--- config.mk ---
export PLATFORM = sky130hd
export DESIGN_NAME = vga_fill_engine
export DESIGN_NICKNAME = d
export VERILOG_FILES = /design/src/rtl/vga_fill_engine.sv
export SDC_FILE = /design/constraint.sdc
export NUM_CORES = 1
export LEC_CHECK = 0
export BUFFER_PORTS_ARGS = -buffer_cell sky130_fd_sc_hd__buf_2
export CAP_MARGIN = 25
export CORE_UTILIZATION = 35
export DETAILED_ROUTE_END_ITERATION = 8
export PLACE_DENSITY_LB_ADDON = 0.08
export SKIP_LAST_GASP = 1
export SLEW_MARGIN = 20
export SYNTH_ARGS = -nofsm -noshare
export SYNTH_HDL_FRONTEND = slang
export SYNTH_SLANG_ARGS = --single-unit
--- constraint.sdc ---
create_clock -name clock -period 2.9 [get_ports clock]
set_input_delay 0.58 -clock clock [delete_from_list [all_inputs] [get_ports clock]]
set_output_delay 0.58 -clock clock [all_outputs]
set_load 0.005 [all_outputs]
--- src/rtl/vga_fill_engine.sv ---
// Rectangle-fill engine: APB slave register file plus an APB master that
// writes one framebuffer word per pixel in raster order over a clipped rectangle.
module vga_fill_engine #(
    parameter int unsigned FB_WIDTH  = 640,
    parameter int unsigned FB_HEIGHT = 480,
    parameter logic [31:0] FB_BASE   = 32'h0
) (
    input  logic        clock,
    input  logic        reset,
    input  logic [31:0] in_paddr,
    input  logic        in_psel,
    input  logic        in_penable,
    input  logic [2:0]  in_pprot,
    input  logic        in_pwrite,
    input  logic [31:0] in_pwdata,
    input  logic [3:0]  in_pstrb,
    output logic        in_pready,
    output logic [31:0] in_prdata,
    output logic        in_pslverr,
    output logic [31:0] out_paddr,
    output logic        out_psel,
    output logic        out_penable,
    output logic [2:0]  out_pprot,
    output logic        out_pwrite,
    output logic [31:0] out_pwdata,
    output logic [3:0]  out_pstrb,
    input  logic        out_pready,
    input  logic [31:0] out_prdata,
    input  logic        out_pslverr,
    output logic        irq
);
    localparam int unsigned CW   = 12;
    localparam int unsigned CNTW = 20;
    localparam logic [CW-1:0] FB_W_C     = CW'(FB_WIDTH);
    localparam logic [CW-1:0] FB_H_C     = CW'(FB_HEIGHT);
    localparam logic [31:0]   ROW_STRIDE = 32'(FB_WIDTH);

    localparam logic [2:0] REG_CTRL   = 3'd0;
    localparam logic [2:0] REG_STATUS = 3'd1;
    localparam logic [2:0] REG_X0     = 3'd2;
    localparam logic [2:0] REG_Y0     = 3'd3;
    localparam logic [2:0] REG_W      = 3'd4;
    localparam logic [2:0] REG_H      = 3'd5;
    localparam logic [2:0] REG_COLOR  = 3'd6;
    localparam logic [2:0] REG_PIXCNT = 3'd7;

    typedef enum logic [1:0] {ST_IDLE, ST_SETUP, ST_ACCESS} state_e;

    state_e            state_q, state_d;
    logic [9:0]        x0_q, x0_d, y0_q, y0_d;
    logic [10:0]       w_q, w_d, h_q, h_d;
    logic [23:0]       color_q, color_d, scolor_q, scolor_d;
    logic              done_q, done_d, err_q, err_d, abort_q, abort_d;
    logic [CNTW-1:0]   pixcnt_q, pixcnt_d;
    logic [CW-1:0]     sx0_q, sx0_d, xe_q, xe_d, ye_q, ye_d;
    logic [CW-1:0]     cur_x_q, cur_x_d, cur_y_q, cur_y_d;
    logic [31:0]       line_q, line_d, paddr_q, paddr_d;
    logic              psel_q, psel_d, penable_q, penable_d;

    logic              wr_en, idle, start_wr, abort_wr, degenerate, last_x, last_px;
    logic [2:0]        reg_sel;
    logic [CW-1:0]     xe_sum, ye_sum;
    logic [31:0]       start_addr;
    logic              unused_inputs;

    assign unused_inputs = ^{in_pprot, in_pstrb, out_prdata, in_paddr[31:5],
                             in_paddr[1:0], in_pwdata[31:24]};

    assign reg_sel    = in_paddr[4:2];
    assign wr_en      = in_psel & in_penable & in_pwrite;
    assign idle       = (state_q == ST_IDLE);
    assign start_wr   = wr_en && (reg_sel == REG_CTRL) && in_pwdata[0];
    assign abort_wr   = wr_en && (reg_sel == REG_CTRL) && in_pwdata[1];
    assign xe_sum     = CW'(x0_q) + CW'(w_q);
    assign ye_sum     = CW'(y0_q) + CW'(h_q);
    assign degenerate = (w_q == 11'd0) || (h_q == 11'd0) ||
                        (CW'(x0_q) >= FB_W_C) || (CW'(y0_q) >= FB_H_C);
    assign start_addr = FB_BASE + 32'(y0_q) * ROW_STRIDE + 32'(x0_q);
    assign last_x     = (cur_x_q == xe_q - CW'(1));
    assign last_px    = last_x && (cur_y_q == ye_q - CW'(1));

    // Register file, start/abort handling and master FSM next state.
    always_comb begin
        state_d   = state_q;
        x0_d      = x0_q;
        y0_d      = y0_q;
        w_d       = w_q;
        h_d       = h_q;
        color_d   = color_q;
        scolor_d  = scolor_q;
        done_d    = done_q;
        err_d     = err_q;
        abort_d   = abort_q;
        pixcnt_d  = pixcnt_q;
        sx0_d     = sx0_q;
        xe_d      = xe_q;
        ye_d      = ye_q;
        cur_x_d   = cur_x_q;
        cur_y_d   = cur_y_q;
        line_d    = line_q;
        paddr_d   = paddr_q;

        if (wr_en && (reg_sel == REG_STATUS)) begin
            if (in_pwdata[1]) done_d = 1'b0;
            if (in_pwdata[2]) err_d  = 1'b0;
        end
        if (wr_en && idle) begin
            case (reg_sel)
                REG_X0:    x0_d    = in_pwdata[9:0];
                REG_Y0:    y0_d    = in_pwdata[9:0];
                REG_W:     w_d     = in_pwdata[10:0];
                REG_H:     h_d     = in_pwdata[10:0];
                REG_COLOR: color_d = in_pwdata[23:0];
                default:   ;
            endcase
        end

        case (state_q)
            ST_IDLE: begin
                if (start_wr) begin
                    if (degenerate) begin
                        done_d = 1'b1;
                    end else begin
                        state_d  = ST_SETUP;
                        done_d   = 1'b0;
                        err_d    = 1'b0;
                        abort_d  = 1'b0;
                        pixcnt_d = '0;
                        sx0_d    = CW'(x0_q);
                        cur_x_d  = CW'(x0_q);
                        cur_y_d  = CW'(y0_q);
                        xe_d     = (xe_sum > FB_W_C) ? FB_W_C : xe_sum;
                        ye_d     = (ye_sum > FB_H_C) ? FB_H_C : ye_sum;
                        scolor_d = color_q;
                        line_d   = start_addr;
                        paddr_d  = start_addr;
                    end
                end
            end
            ST_SETUP: begin
                if (abort_wr) abort_d = 1'b1;
                state_d = ST_ACCESS;
            end
            ST_ACCESS: begin
                if (abort_wr) abort_d = 1'b1;
                if (out_pready) begin
                    if (out_pslverr) begin
                        state_d = ST_IDLE;
                        err_d   = 1'b1;
                        done_d  = 1'b1;
                        abort_d = 1'b0;
                    end else begin
                        pixcnt_d = pixcnt_q + CNTW'(1);
                        if (last_px) begin
                            state_d = ST_IDLE;
                            done_d  = 1'b1;
                            abort_d = 1'b0;
                        end else if (abort_q || abort_wr) begin
                            state_d = ST_IDLE;
                            abort_d = 1'b0;
                        end else begin
                            state_d = ST_SETUP;
                            // Row wrap uses a running line start to avoid a multiplier per pixel.
                            if (last_x) begin
                                cur_x_d = sx0_q;
                                cur_y_d = cur_y_q + CW'(1);
                                line_d  = line_q + ROW_STRIDE;
                                paddr_d = line_q + ROW_STRIDE;
                            end else begin
                                cur_x_d = cur_x_q + CW'(1);
                                paddr_d = paddr_q + 32'd1;
                            end
                        end
                    end
                end
            end
            default: state_d = ST_IDLE;
        endcase

        psel_d    = (state_d != ST_IDLE);
        penable_d = (state_d == ST_ACCESS);
    end

    always_ff @(posedge clock) begin
        if (!reset) begin
            state_q   <= ST_IDLE;
            x0_q      <= '0;
            y0_q      <= '0;
            w_q       <= '0;
            h_q       <= '0;
            color_q   <= '0;
            scolor_q  <= '0;
            done_q    <= 1'b0;
            err_q     <= 1'b0;
            abort_q   <= 1'b0;
            pixcnt_q  <= '0;
            sx0_q     <= '0;
            xe_q      <= '0;
            ye_q      <= '0;
            cur_x_q   <= '0;
            cur_y_q   <= '0;
            line_q    <= '0;
            paddr_q   <= '0;
            psel_q    <= 1'b0;
            penable_q <= 1'b0;
        end else begin
            state_q   <= state_d;
            x0_q      <= x0_d;
            y0_q      <= y0_d;
            w_q       <= w_d;
            h_q       <= h_d;
            color_q   <= color_d;
            scolor_q  <= scolor_d;
            done_q    <= done_d;
            err_q     <= err_d;
            abort_q   <= abort_d;
            pixcnt_q  <= pixcnt_d;
            sx0_q     <= sx0_d;
            xe_q      <= xe_d;
            ye_q      <= ye_d;
            cur_x_q   <= cur_x_d;
            cur_y_q   <= cur_y_d;
            line_q    <= line_d;
            paddr_q   <= paddr_d;
            psel_q    <= psel_d;
            penable_q <= penable_d;
        end
    end

    // Slave read mux is combinational from the register state.
    always_comb begin
        in_prdata = '0;
        case (reg_sel)
            REG_STATUS: in_prdata = {29'd0, err_q, done_q, !idle};
            REG_X0:     in_prdata = {22'd0, x0_q};
            REG_Y0:     in_prdata = {22'd0, y0_q};
            REG_W:      in_prdata = {21'd0, w_q};
            REG_H:      in_prdata = {21'd0, h_q};
            REG_COLOR:  in_prdata = {8'd0, color_q};
            REG_PIXCNT: in_prdata = {12'd0, pixcnt_q};
            default:    in_prdata = '0;
        endcase
    end

    assign in_pready   = 1'b1;
    assign in_pslverr  = 1'b0;
    assign out_paddr   = paddr_q;
    assign out_psel    = psel_q;
    assign out_penable = penable_q;
    assign out_pprot   = 3'd0;
    assign out_pwrite  = 1'b1;
    assign out_pwdata  = {8'd0, scolor_q};
    assign out_pstrb   = 4'hF;
    assign irq         = done_q;

endmodule

# Word-level counts from Yosys, hierarchy flattened
# Cells that the tools add are included.
# word_totals
out_inout_bits,109
input_bits,110
ff_bits,239
elab_cells,153
# op_classes
n_eq_ne,19
n_mux,68
bitwise,3
multipliers,1
order_cmp,4
n_reduce_logical,28
add_sub_neg,10
# ops
op,n
2-to-1 mux 32 bit,12
2-to-1 mux 12 bit,16
case mux 24 bit (7 select lines),1
case mux 32 bit (2 select lines),2
2-to-1 mux 20 bit,4
case mux 12 bit (2 select lines),2
case mux 20 bit (2 select lines),1
"adder 32 x 1 -> 32 bit, second input constant",1
"adder 32 x 10 -> 32 bit, second input constant",1
adder 10 x 11 -> 12 bit,2
"adder 12 x 1 -> 12 bit, second input constant",2
equality test 12 bit,2
"subtractor 12 x 1 -> 12 bit, second input constant",2
2-to-1 mux 1 bit,23
zero test 11 bit,2
adder 20 x 10 -> 21 bit,1
"adder 20 x 1 -> 20 bit, second input constant",1
"multiplier 10 x 3 -> 13 bit, second input constant",1
"equality test 3 bit, second input constant",4
"> comparator 12 x 10 -> 1 bit, second input constant",1
"> comparator 12 x 9 -> 1 bit, second input constant",1
"!= test 2 bit, second input constant",6
"greater-or-equal comparator 10 bit, second input constant",1
"greater-or-equal comparator 10 x 9 -> 1 bit, second input constant",1
23 further kinds,43

# Longest topological paths before layout
# Gate-level depths: netlist (run 1).
# depth
word_depth,11
ltp_mapped,14
ltp_nobuf,13

# Least setup slack after synthesis (run 1)
# Ideal clock, no wire load.
# synth_path
path_type,register to register
start,register xe_q[0]
end,register line_q[22]
stages_incl_launch_ff,14
setup_time_ps,69
required_time_ps,2831
arrival_ps,2985
slack_ps,-154
synth_period_minus_slack_ps,3054
path_cell_list,dfxtp_1 buf_2 inv_1 ha_1 nor2b_1 or3_1 a31oi_1 nand4_1 or3_1 buf_2 o32ai_4 nand2_1 or4_1 o21ai_1
# synth_between
elab_chain_cells,5
# synth_lines
element,line_no,text
start: declaration,55,"logic [CW-1:0] sx0_q, sx0_d, xe_q, xe_d, ye_q, ye_d;"
start signal: assignment,198,xe_q <= '0;
start signal: assignment,219,xe_q <= xe_d;
subtractor 12 x 1 -> 12 bit *,79,assign last_x = (cur_x_q == xe_q - CW'(1));
equality test 12 bit *,79,
logical AND 1 bit,80,assign last_px = last_x && (cur_y_q == ye_q - CW'(1));
!= test 2 bit (no line),--,
AND reduction 8 bit (no line) *,--,
end signal: assignment,223,line_q <= line_d;
end: declaration,57,"logic [31:0] line_q, line_d, paddr_q, paddr_d;"
# Every way passes the cells marked *; elsewhere a longest branch is shown, timed or not.
# A chain may end at the register's enable or synchronous reset.

# Final worst setup path (run 1)
# layout_path
start,register xe_q[1]
end,register line_q[25]
# The elaborated chain is that of the path after synthesis.

==> results of run 1 <==
[layer usage]
layer | vias to the layer above | share of wire | global-route usage
met5 | - | 0 | 0
met4 | 0 | 0.029 | 0.0749
met3 | 74 | 0.042 | 0.0326
met2 | 312 | 0.46 | 0.386
met1 | 6617 | 0.46 | 0.313
li1 | 6947 | - | -
[metrics by stage]
stage | instances | total power [uW] | setup TNS [ns]
finish | 2640 | 7830 | -1.06
global placement | 2536 | 3640 | -10.48
CTS | 2611 | 7910 | -0.538
floorplan | 1827 | 3540 | -0.0104
global route | 2640 | 8070 | -5.36
detailed placement | 2536 | 3640 | -12.72
[power by group through the flow]
stage	combinational, uW	sequential [uW]	clock [uW]
after global routing	306	3290	4470
final	283	3290	4260
after global placement	273	3370	0
after floorplan	170	3370	0
after CTS	276	3290	4340
after detailed placement	272	3370	0
[registers in the layout, indices dropped and copies added (netlist names), 11 cells and up]
signal / cells
color_q: 24
cur_x_q: 12
cur_y_q: 12
h_q: 11
line_q: 32
out_paddr: 32
pixcnt_q: 20
scolor_q: 24
w_q: 11
xe_q: 12
ye_q: 12
[cells by family after synthesis]
logic type / count (synthesis)
AND/OR/NAND/NOR: 719
AO/OA/AOI/OAI: 426
flip-flops: 239
buffers and inverters: 174
XOR/XNOR: 109
multiplexers: 80
adder cells (fa/ha/maj): 54
other: 2
[critical path, cell delays in order, from the launching register on]
cell,delay [ns]
dfxtp_4,0.37
inv_4,0.04
ha_4,0.15
nor2b_1,0.12
or3_1,0.34
a31oi_1,0.19
nand4_1,0.17
or3_4,0.48
o32ai_4,0.36
nand2_2,0.14
or4_1,0.48
o21ai_1,0.08
[Yosys cell counts (9+ instances only)]
cell	count	area share
and2_1	13	0.0057
nor4_1	19	0.0084
o211ai_1	20	0.011
a21o_1	12	0.0064
nand3b_1	9	0.0048
buf_4	26	0.014
buf_2	10	0.0035
o21a_1	21	0.011
nor2b_1	18	0.0079
nand2_1	249	0.066
a22o_1	20	0.012
dfxtp_1	239	0.34
nand3_1	73	0.026
a21boi_0	14	0.0074
and3_1	24	0.011
xnor2_1	56	0.035
o21ai_0	83	0.029
or3_1	16	0.0071
nor2_1	182	0.048
mux2i_1	65	0.046
clkbuf_1	87	0.023
a21oi_1	144	0.051
mux2_2	11	0.0087
a31oi_1	27	0.012
o31ai_1	10	0.0053
xor2_1	53	0.033
or2_2	9	0.0040
nor3_1	51	0.018
inv_1	43	0.011
nand4_1	23	0.010
ha_1	50	0.044
[worst min-delay path by stage]
stage | start | endpoint | slack, ns | cells past startpoint
global route | in_pwdata[21] | color_q[21]$_SDFFE_PN0P_ | 0.24 | 3
CTS | in_pwdata[13] | color_q[13]$_SDFFE_PN0P_ | 0.22 | 3
global placement | sx0_q[6]$_SDFFE_PN0P_ | sx0_q[6]$_SDFFE_PN0P_ | 0.44 | 2
finish | in_pwdata[22] | color_q[22]$_SDFFE_PN0P_ | 0.24 | 3
floorplan | line_q[1]$_SDFFE_PN0P_ | line_q[1]$_SDFFE_PN0P_ | 0.44 | 2
detailed placement | scolor_q[0]$_SDFFE_PN0P_ | scolor_q[0]$_SDFFE_PN0P_ | 0.45 | 2
[area by class of cell]
type | count | share of cell area
inverters | 43 | 0.00879
multi-input cells | 1414 | 0.496
clock inverters | 17 | 0.0160
clock buffers | 38 | 0.0428
well taps | 525 | 0.0347
flip-flops and latches | 239 | 0.254
repair buffers | 364 | 0.147
[repair_timing]
item / CTS / global route
endpoints found under the hold margin: 0 / 0
buffers inserted: 20 / 30
pin swaps: 25 / 58
endpoints found under the setup margin: 81 / 111
resized for setup: 69 / 124
gates cloned: 0 / 4
==> out/qor.yml, run 1 <==
syn_inst: 1803
port_buffers: 116
die_area_sq_um: 41300
p_leak_uw: 0.00818
vias: 14000
final_common_cell: "nand2_1"
rrSetupSlack_ns: -0.09
yosysWarnings: 0
p_switching_uw: 1770
synth_compound_area_frac: 0.193
worstMarginPinSlew_ns: 0.658
ys_ff_latch: 239
dr.pass1.iters: 5
grt_pass1_wl_um: 76500
postSynthAreaPerCell_sq_um: 7.86
reg2reg_from: "xe_q[1]$_SDFFE_PN0P_"
drtIter0Drc: 747
fill_cells: 4056
worstSkewPairLatency_ns: 0.58
hp-class: "in -> reg"
final_max_slew_viol_count: 0
cts_hold_buffers: 0
die_w_um: 203
diodes: 0
critPathLaunchType: "flip-flop"
layout_common_cells: "nand2_1 (246), dfxtp_1 (226), buf_4 (212), nor2_1 (177), a21oi_1 (134)"
place_area_sq_um: 16600
ios: 219
p_int_uw: 6060
overflow: 0
clkTransAtPathRegs_ns: 0.06
r2r_cells: 11
synth_top_family_by_area: "simple AND/OR/NAND/NOR gates"
drc_errors: 0
nets: 2256
combPwrFrac: 0.036
synth-simple-area-share: 0.237
fin_hold_ws_ns: 0.241
syn_area_sq_um: 14200
die_h_um: 203
synthArstFlopShare: 0
fp-row-count: 73
max-cap-violations: 0
path_max_fanout: 4
viasPerCell: 5.28
hold_viol: 0
final_util: 0.475
core_area_sq_um: 39800
worst_slack_ns: -0.0867
multi_input_area_sq_um: 9400
synthToLayoutAreaGrowth_pct: 33.5
cts-root-buf: "clkbuf_16"
finalCriticalPeriod_ns: 2.99
synthMuxAreaShare: 0.0610
crit_path_start: "xe_q[1]$_SDFFE_PN0P_"
grtUsageTotal: 0.234
seqPwrFrac: 0.420
cts_tree: "done"
dp_slack_ns: -0.294
final_cell_area_sq_um: 18900
clock-sinks: 239
setup_viol: 23
yosys.area_share.xor_xnor: 0.0673
max-slew-margin-rel: 0.557
seq_area_sq_um: 4810
final_antenna_net_count: 0
violations: "negative setup slack"
clock_path_buffers: 3
vdd_drop_max_uv: 418
antenna_found_initial: 0
synth_flop_cell: "dfxtp_1"
worst-setup-path-type: "reg -> reg"
clockPowerShare: 0.543
grt_start_max_net_pins: 75
skew_ns: 0.0101
htreeDepth: 1
drt-total-wl_um: 49400
rsz0062_at_grt: "yes"
critPathCaptureType: "flip-flop"
start_util: 0.356
period_share: 1.03
synth_fa_ha_area_frac: 0.0498
worst_ep_arrival_time_ns: 3.50
drive_above_1_share: 0.270
powerDensity_nw_per_um2: 414
synth_edf_count: 0
swShare: 0.226
status: "complete, but fails checks"
hpwl_um: 35700
synth.distinct_cells: 78
cts_buffers: 30
crit_required_ns: 3.41
synth_seq_area_share: 0.337
place_congestion: 0.861
r2r-end: "line_q[25]$_SDFFE_PN0P_"
crit_end: "line_q[25]$_SDFFE_PN0P_"
fmax_ghz: 0.335
first_global_vias: 13600
wl_per_cell_um: 18.7
No activity file was read; power rests on OpenSTA's default activity.
==> run 2, diff against run 1 <==
--- a/config.mk
+++ b/config.mk
@@ -7,7 +7,7 @@
 export LEC_CHECK = 0
 export BUFFER_PORTS_ARGS = -buffer_cell sky130_fd_sc_hd__buf_2
 export CAP_MARGIN = 25
-export CORE_UTILIZATION = 35
+export CORE_UTILIZATION = 52
 export DETAILED_ROUTE_END_ITERATION = 8
 export PLACE_DENSITY_LB_ADDON = 0.08
 export SKIP_LAST_GASP = 1
==> out/qor.yml, run 2 (synthesis results as in run 1) <==
die_w_um: 167  # -18%
final_antenna_net_count: 0  # unchanged
critPathCaptureType: "flip-flop"
hpwl_um: 31500  # -12%
place_area_sq_um: 16000  # -3.6%
worst-setup-path-type: "reg -> reg"
worstSkewPairLatency_ns: 0.55  # -0.03 ns
fp-row-count: 60  # -18%
first_global_vias: 13200  # -2.8%
p_leak_uw: 0.00782  # -4.4%
max-slew-margin-rel: 0.391  # -0.166
clock-sinks: 239  # unchanged
status: "complete, but fails checks"
clock_path_buffers: 3  # unchanged
finalCriticalPeriod_ns: 2.96  # -0.0264 ns
layout_common_cells: "nand2_1 (248), dfxtp_1 (227), nor2_1 (179), buf_4 (165), a21oi_1 (131)"
drive_above_1_share: 0.247  # -0.0234
period_share: 1.02  # -0.00911
path_max_fanout: 5  # +1
dr.pass1.iters: 5  # unchanged
hold_viol: 0  # unchanged
start_util: 0.528  # +0.172
fin_hold_ws_ns: 0.275  # +0.0336 ns
violations: "negative setup slack"
grt_start_max_net_pins: 149  # +99%
powerDensity_nw_per_um2: 406  # -1.8%
overflow: 0  # unchanged
htreeDepth: 1  # unchanged
fill_cells: 2322  # -43%
crit_required_ns: 3.33  # -0.08 ns
core_area_sq_um: 26900  # -33%
vdd_drop_max_uv: 371  # -11%
worst_slack_ns: -0.0603  # +0.0264 ns
grt_pass1_wl_um: 71000  # -7.2%
skew_ns: 0.0224  # +0.0123 ns
clkTransAtPathRegs_ns: 0.06  # about the same
drtIter0Drc: 1252  # +68%
drc_errors: 0  # unchanged
rsz0062_at_grt: "yes"
cts-root-buf: "clkbuf_16"
dp_slack_ns: -0.275  # +0.0192 ns
worst_ep_arrival_time_ns: 3.39  # -0.11 ns
final_cell_area_sq_um: 18100  # -4.6%
final_max_slew_viol_count: 0  # unchanged
wl_per_cell_um: 19.1  # +1.9%
cts_buffers: 28  # -6.7%
busiest_layer: "met2"
use_met2: 0.528  # +0.141
port_buffers: 116  # unchanged
place_congestion: 0.915  # +6.3%
diodes: 0  # unchanged
grtUsageTotal: 0.315  # +0.0809
cts_tree: "done"
setup_viol: 16  # -30%
grtUsageMet3: 0.0390  # +0.00640
final_common_cell: "nand2_1"
grtUsageMet1: 0.413  # +0.0998
die_h_um: 167  # -18%
worstMarginPinSlew_ns: 0.913  # +0.255 ns
critPathLaunchType: "flip-flop"
drt-total-wl_um: 45900  # -7.2%
synthToLayoutAreaGrowth_pct: 27.3
fmax_ghz: 0.338  # +0.89%
vias: 14300  # +2.5%
max-cap-violations: 0  # unchanged
die_area_sq_um: 27900  # -32%
cts_hold_buffers: 0  # unchanged
nets: 2207  # -2.2%
viasPerCell: 5.95  # +13%
antenna_found_initial: 0  # unchanged
ios: 219  # unchanged
hp-class: "in -> reg"
[run 2: what timing repair did]
item                                    in CTS  in global routing
buffers inserted                            15                 25
pin swaps                                   35                 52
gates resized for setup                     58                125
gates cloned                                 3                  5
endpoints found under the setup margin      86                 92
endpoints found under the hold margin        0                  0
[run 2: metrics by stage]
step	instances	setup TNS, ns	power, uW	utilization
finish	2405	-0.432	7330	0.672
global route	2405	-4.11	7520	0.672
CTS	2378	-0.336	7360	0.647
detailed placement	2311	-8.10	3620	0.595
global placement	2311	-4.84	3620	0.595
floorplan	1827	-0.0104	3540	-
[run 2: final cells by class]
type | instances | area (sq um) | share of cell area
well taps | 341 | 427 | 0.0236
repair buffers | 317 | 2370 | 0.131
clock inverters | 10 | 163 | 0.00901
clock buffers | 41 | 821 | 0.0455
inverters | 43 | 164 | 0.00908
multi-input cells | 1414 | 9310 | 0.516
flip-flops and latches | 239 | 4800 | 0.266
[run 2: path summary, 6_finish.rpt]
check                           startpoint                         end  slack (ns)  cells past startpoint
setup / recovery      ye_q[0]$_SDFFE_PN0P_  out_paddr[18]$_SDFFE_PN0P_       -0.06                     12
hold / removal               in_pwdata[12]    color_q[12]$_SDFFE_PN0P_        0.28                      3
setup reg to reg      ye_q[0]$_SDFFE_PN0P_  out_paddr[18]$_SDFFE_PN0P_       -0.06                     12
hold reg to reg   scolor_q[1]$_SDFFE_PN0P_    scolor_q[1]$_SDFFE_PN0P_        0.45                      2
[run 2: critical path, cell delays in order, from the launching register on]
cell,delay (ns)
dfxtp_2,0.33
buf_6,0.12
or4_4,0.55
xnor2_2,0.15
nor2_1,0.17
nor3_2,0.09
nor4b_4,0.34
buf_4,0.20
buf_6,0.11
a21oi_4,0.08
buf_12,0.15
bufbuf_16,0.27
o221a_2,0.26
[run 2: where the power goes]
part | total (uW) | internal, uW | leakage, uW | switching [uW]
registers | 3300 | 3290 | 0.00193 | 7.91
logic | 263 | 83.6 | 0.00541 | 180
clock network | 3770 | 2310 | 0.000475 | 1460
[run 2: routing by layer]
metal,routed length (um),share of wire
met2,21500,0.47
met3,2850,0.062
met4,1740,0.038
met1,19800,0.43
met5,0,0
==> run 3, diff against run 2 <==
--- a/config.mk
+++ b/config.mk
@@ -7,9 +7,12 @@
 export LEC_CHECK = 0
 export BUFFER_PORTS_ARGS = -buffer_cell sky130_fd_sc_hd__buf_2
 export CAP_MARGIN = 25
-export CORE_UTILIZATION = 52
+export CELL_PAD_IN_SITES_DETAIL_PLACEMENT = 0
+export CELL_PAD_IN_SITES_GLOBAL_PLACEMENT = 2
+export CORE_UTILIZATION = 30
 export DETAILED_ROUTE_END_ITERATION = 8
 export PLACE_DENSITY_LB_ADDON = 0.08
+export SKIP_CTS_REPAIR_TIMING = 1
 export SKIP_LAST_GASP = 1
 export SLEW_MARGIN = 20
 export SYNTH_ARGS = -nofsm -noshare
==> out/qor.yml, run 3 (synthesis results as in run 1) <==
dr.pass1.iters: 5  # unchanged
drtIter0Drc: 722  # -42%
worstMarginPinSlew_ns: 0.626  # -0.287 ns
max-slew-margin-rel: 0.583  # +0.191
fill_cells: 4730  # +100%
final_common_cell: "nand2_1"
period_share: 1.02  # +0.00227
layout_common_cells: "nand2_1 (245), dfxtp_1 (227), buf_4 (199), nor2_1 (173), a21oi_1 (126)"
clockPowerShare: 0.542  # +0.027
setup_viol: 14  # -2
hp-start: "in_pwdata[17]"
power.total_uw: 7880  # +7.5%
worstSkewPairLatency_ns: 0.61  # +0.06 ns
start_util: 0.305  # -0.223
vias: 14100  # -1.6%
finalCriticalPeriod_ns: 2.97  # +0.00659 ns
die_area_sq_um: 48100  # +72%
crit_path_start: "xe_q[1]$_SDFFE_PN0P_"
drt-total-wl_um: 56300  # +23%
path_max_fanout: 5  # unchanged
synthToLayoutAreaGrowth_pct: 37.1
clkTransAtPathRegs_ns: 0.06  # about the same
grtUsageTotal: 0.222  # -0.0925
fp-row-count: 79  # +32%
rrSetupSlack_ns: -0.07  # about the same
hold_viol: 0  # unchanged
viasPerCell: 5.17  # -13%
min_to: "color_q[17]$_SDFFE_PN0P_"
reg2reg_from: "xe_q[1]$_SDFFE_PN0P_"
combPwrFrac: 0.040  # +0.004
port_buffers: 116  # unchanged
critPathLaunchType: "flip-flop"
max_stage_delay_ns: 0.47  # -0.08 ns
crit_required_ns: 3.35  # +0.02 ns
p_int_uw: 6030  # +6.0%
skew_ns: 0.0306  # +0.00816 ns
antenna_found_initial: 0  # unchanged
final_antenna_net_count: 0  # unchanged
layoutNonFillerInstCount: 2724  # +13%
overflow: 0  # unchanged
die_h_um: 219  # +31%
clock-sinks: 239  # unchanged
cts_buffers: 31  # +11%
clock_path_buffers: 3  # unchanged
fmax_ghz: 0.337  # -0.22%
r2r_cells: 12  # unchanged
htreeDepth: 1  # unchanged
p_leak_uw: 0.00825  # +5.6%
min_path_cells: 3  # unchanged
worst_ep_arrival_time_ns: 3.42  # +0.03 ns
diodes: 0  # unchanged
slowest_stage: "or3_4"
placed_cells: 2625  # +14%
hpwl_um: 39700  # +26%
swShare: 0.235  # +0.0106
critical_path.top_delay_family: "simple AND/OR/NAND/NOR gates"
cts-root-buf: "clkbuf_16"
die_w_um: 219  # +31%
worst-setup-path-type: "reg -> reg"
cts_tree: "done"
worst_slack_ns: -0.0669  # -0.00659 ns
tns_ns: -0.299  # +0.133 ns
core_area_sq_um: 46600  # +73%
drc_errors: 0  # unchanged
place_area_sq_um: 16700  # +4.5%
violations: "negative setup slack"
nets: 2257  # +2.3%
grt_pass1_wl_um: 81700  # +15%
grt_start_max_net_pins: 77  # -48%
rsz0062_at_grt: "yes"
critPathCaptureType: "flip-flop"
vdd_drop_max_uv: 409  # +10%
final_cell_area_sq_um: 19400  # +7.7%
ios: 219  # unchanged
p_switching_uw: 1850  # +13%
hp-class: "in -> reg"
cp_num_buf_inv: 3  # -2
seqPwrFrac: 0.418  # -0.032
status: "complete, but fails checks"
final_max_slew_viol_count: 0  # unchanged
powerDensity_nw_per_um2: 405  # -0.18%
first_global_vias: 13500  # +1.7%
crit_top_cell: "buf_8"
r2r-end: "out_paddr[27]$_SDFFE_PN0P_"
place_congestion: 0.820  # -10%
max-cap-violations: 0  # unchanged
wl_per_cell_um: 20.7  # +8.3%
drive_above_1_share: 0.292  # +0.0453
final_util: 0.418  # -0.254
worstPathCellList: "inv_2 -> ha_4 -> nor2b_4 -> or3_1 -> a31oi_1 -> nand4_1 -> or3_4 -> buf_8 -> o32a_4 -> buf_8 -> a21oi_1 -> a2111oi_2"
## run 3: final cells by class
| cell class | instances | area, sq um | share of cell area |
|---|---|---|---|
| multi-input combinational | 1415 | 9730 | 0.500 |
| sequential | 239 | 4810 | 0.247 |
| timing repair buffer | 363 | 2870 | 0.147 |
| clock buffer | 48 | 930 | 0.0478 |
| tap | 607 | 759 | 0.0391 |
| clock inverter | 9 | 188 | 0.00965 |
| inverter | 43 | 164 | 0.00843 |
## run 3: power by group through the flow
| stage | Combinational, uW | Sequential [uW] | Clock (uW) |
|---|---|---|---|
| floorplan | 170 | 3370 | 0 |
| global placement | 301 | 3370 | 0 |
| detailed placement | 300 | 3370 | 0 |
| CTS | 301 | 3300 | 4390 |
| global route | 338 | 3290 | 4510 |
| finish | 312 | 3300 | 4270 |
## run 3: how the worst max path moves through the flow
stage,depth (start not counted),endpoint,slack (ns)
after detailed placement,10,out_paddr[27]$_SDFFE_PN0P_,-0.38
after CTS,10,out_paddr[27]$_SDFFE_PN0P_,-0.44
final,12,out_paddr[27]$_SDFFE_PN0P_,-0.07
after floorplan,13,line_q[22]$_SDFFE_PN0P_,-0.01
after global placement,10,cur_y_q[10]$_SDFFE_PN0P_,-0.32
after global routing,13,out_paddr[19]$_SDFFE_PN0P_,-0.24
## run 3: stage by stage
step                      hold WS (ns)  setup slack, ns
after floorplan                  0.436          -0.0104
after global placement           0.442           -0.323
after detailed placement         0.443           -0.383
after CTS                        0.176           -0.439
after global routing             0.226           -0.238
final                            0.215          -0.0669
## run 3: worst register-to-register path: cells and delay by family (launching register included)
kind                     cells  cell delay (ns)
AO/OA/AOI/OAI                4             0.80
adder cells (fa/ha/maj)      1             0.16
flip-flops                   1             0.34
buffers and inverters        3             0.35
AND/OR/NAND/NOR              4             1.17
## run 3: routing by layer
metal | part of all wire | global-route usage | up-vias | wire length [um]
li1 | - | - | 6941 | -
met1 | 0.45 | 0.293 | 6773 | 25600
met2 | 0.48 | 0.378 | 288 | 27100
met3 | 0.039 | 0.0291 | 73 | 2180
met4 | 0.025 | 0.0583 | 0 | 1410
met5 | 0 | 0.00417 | - | 0
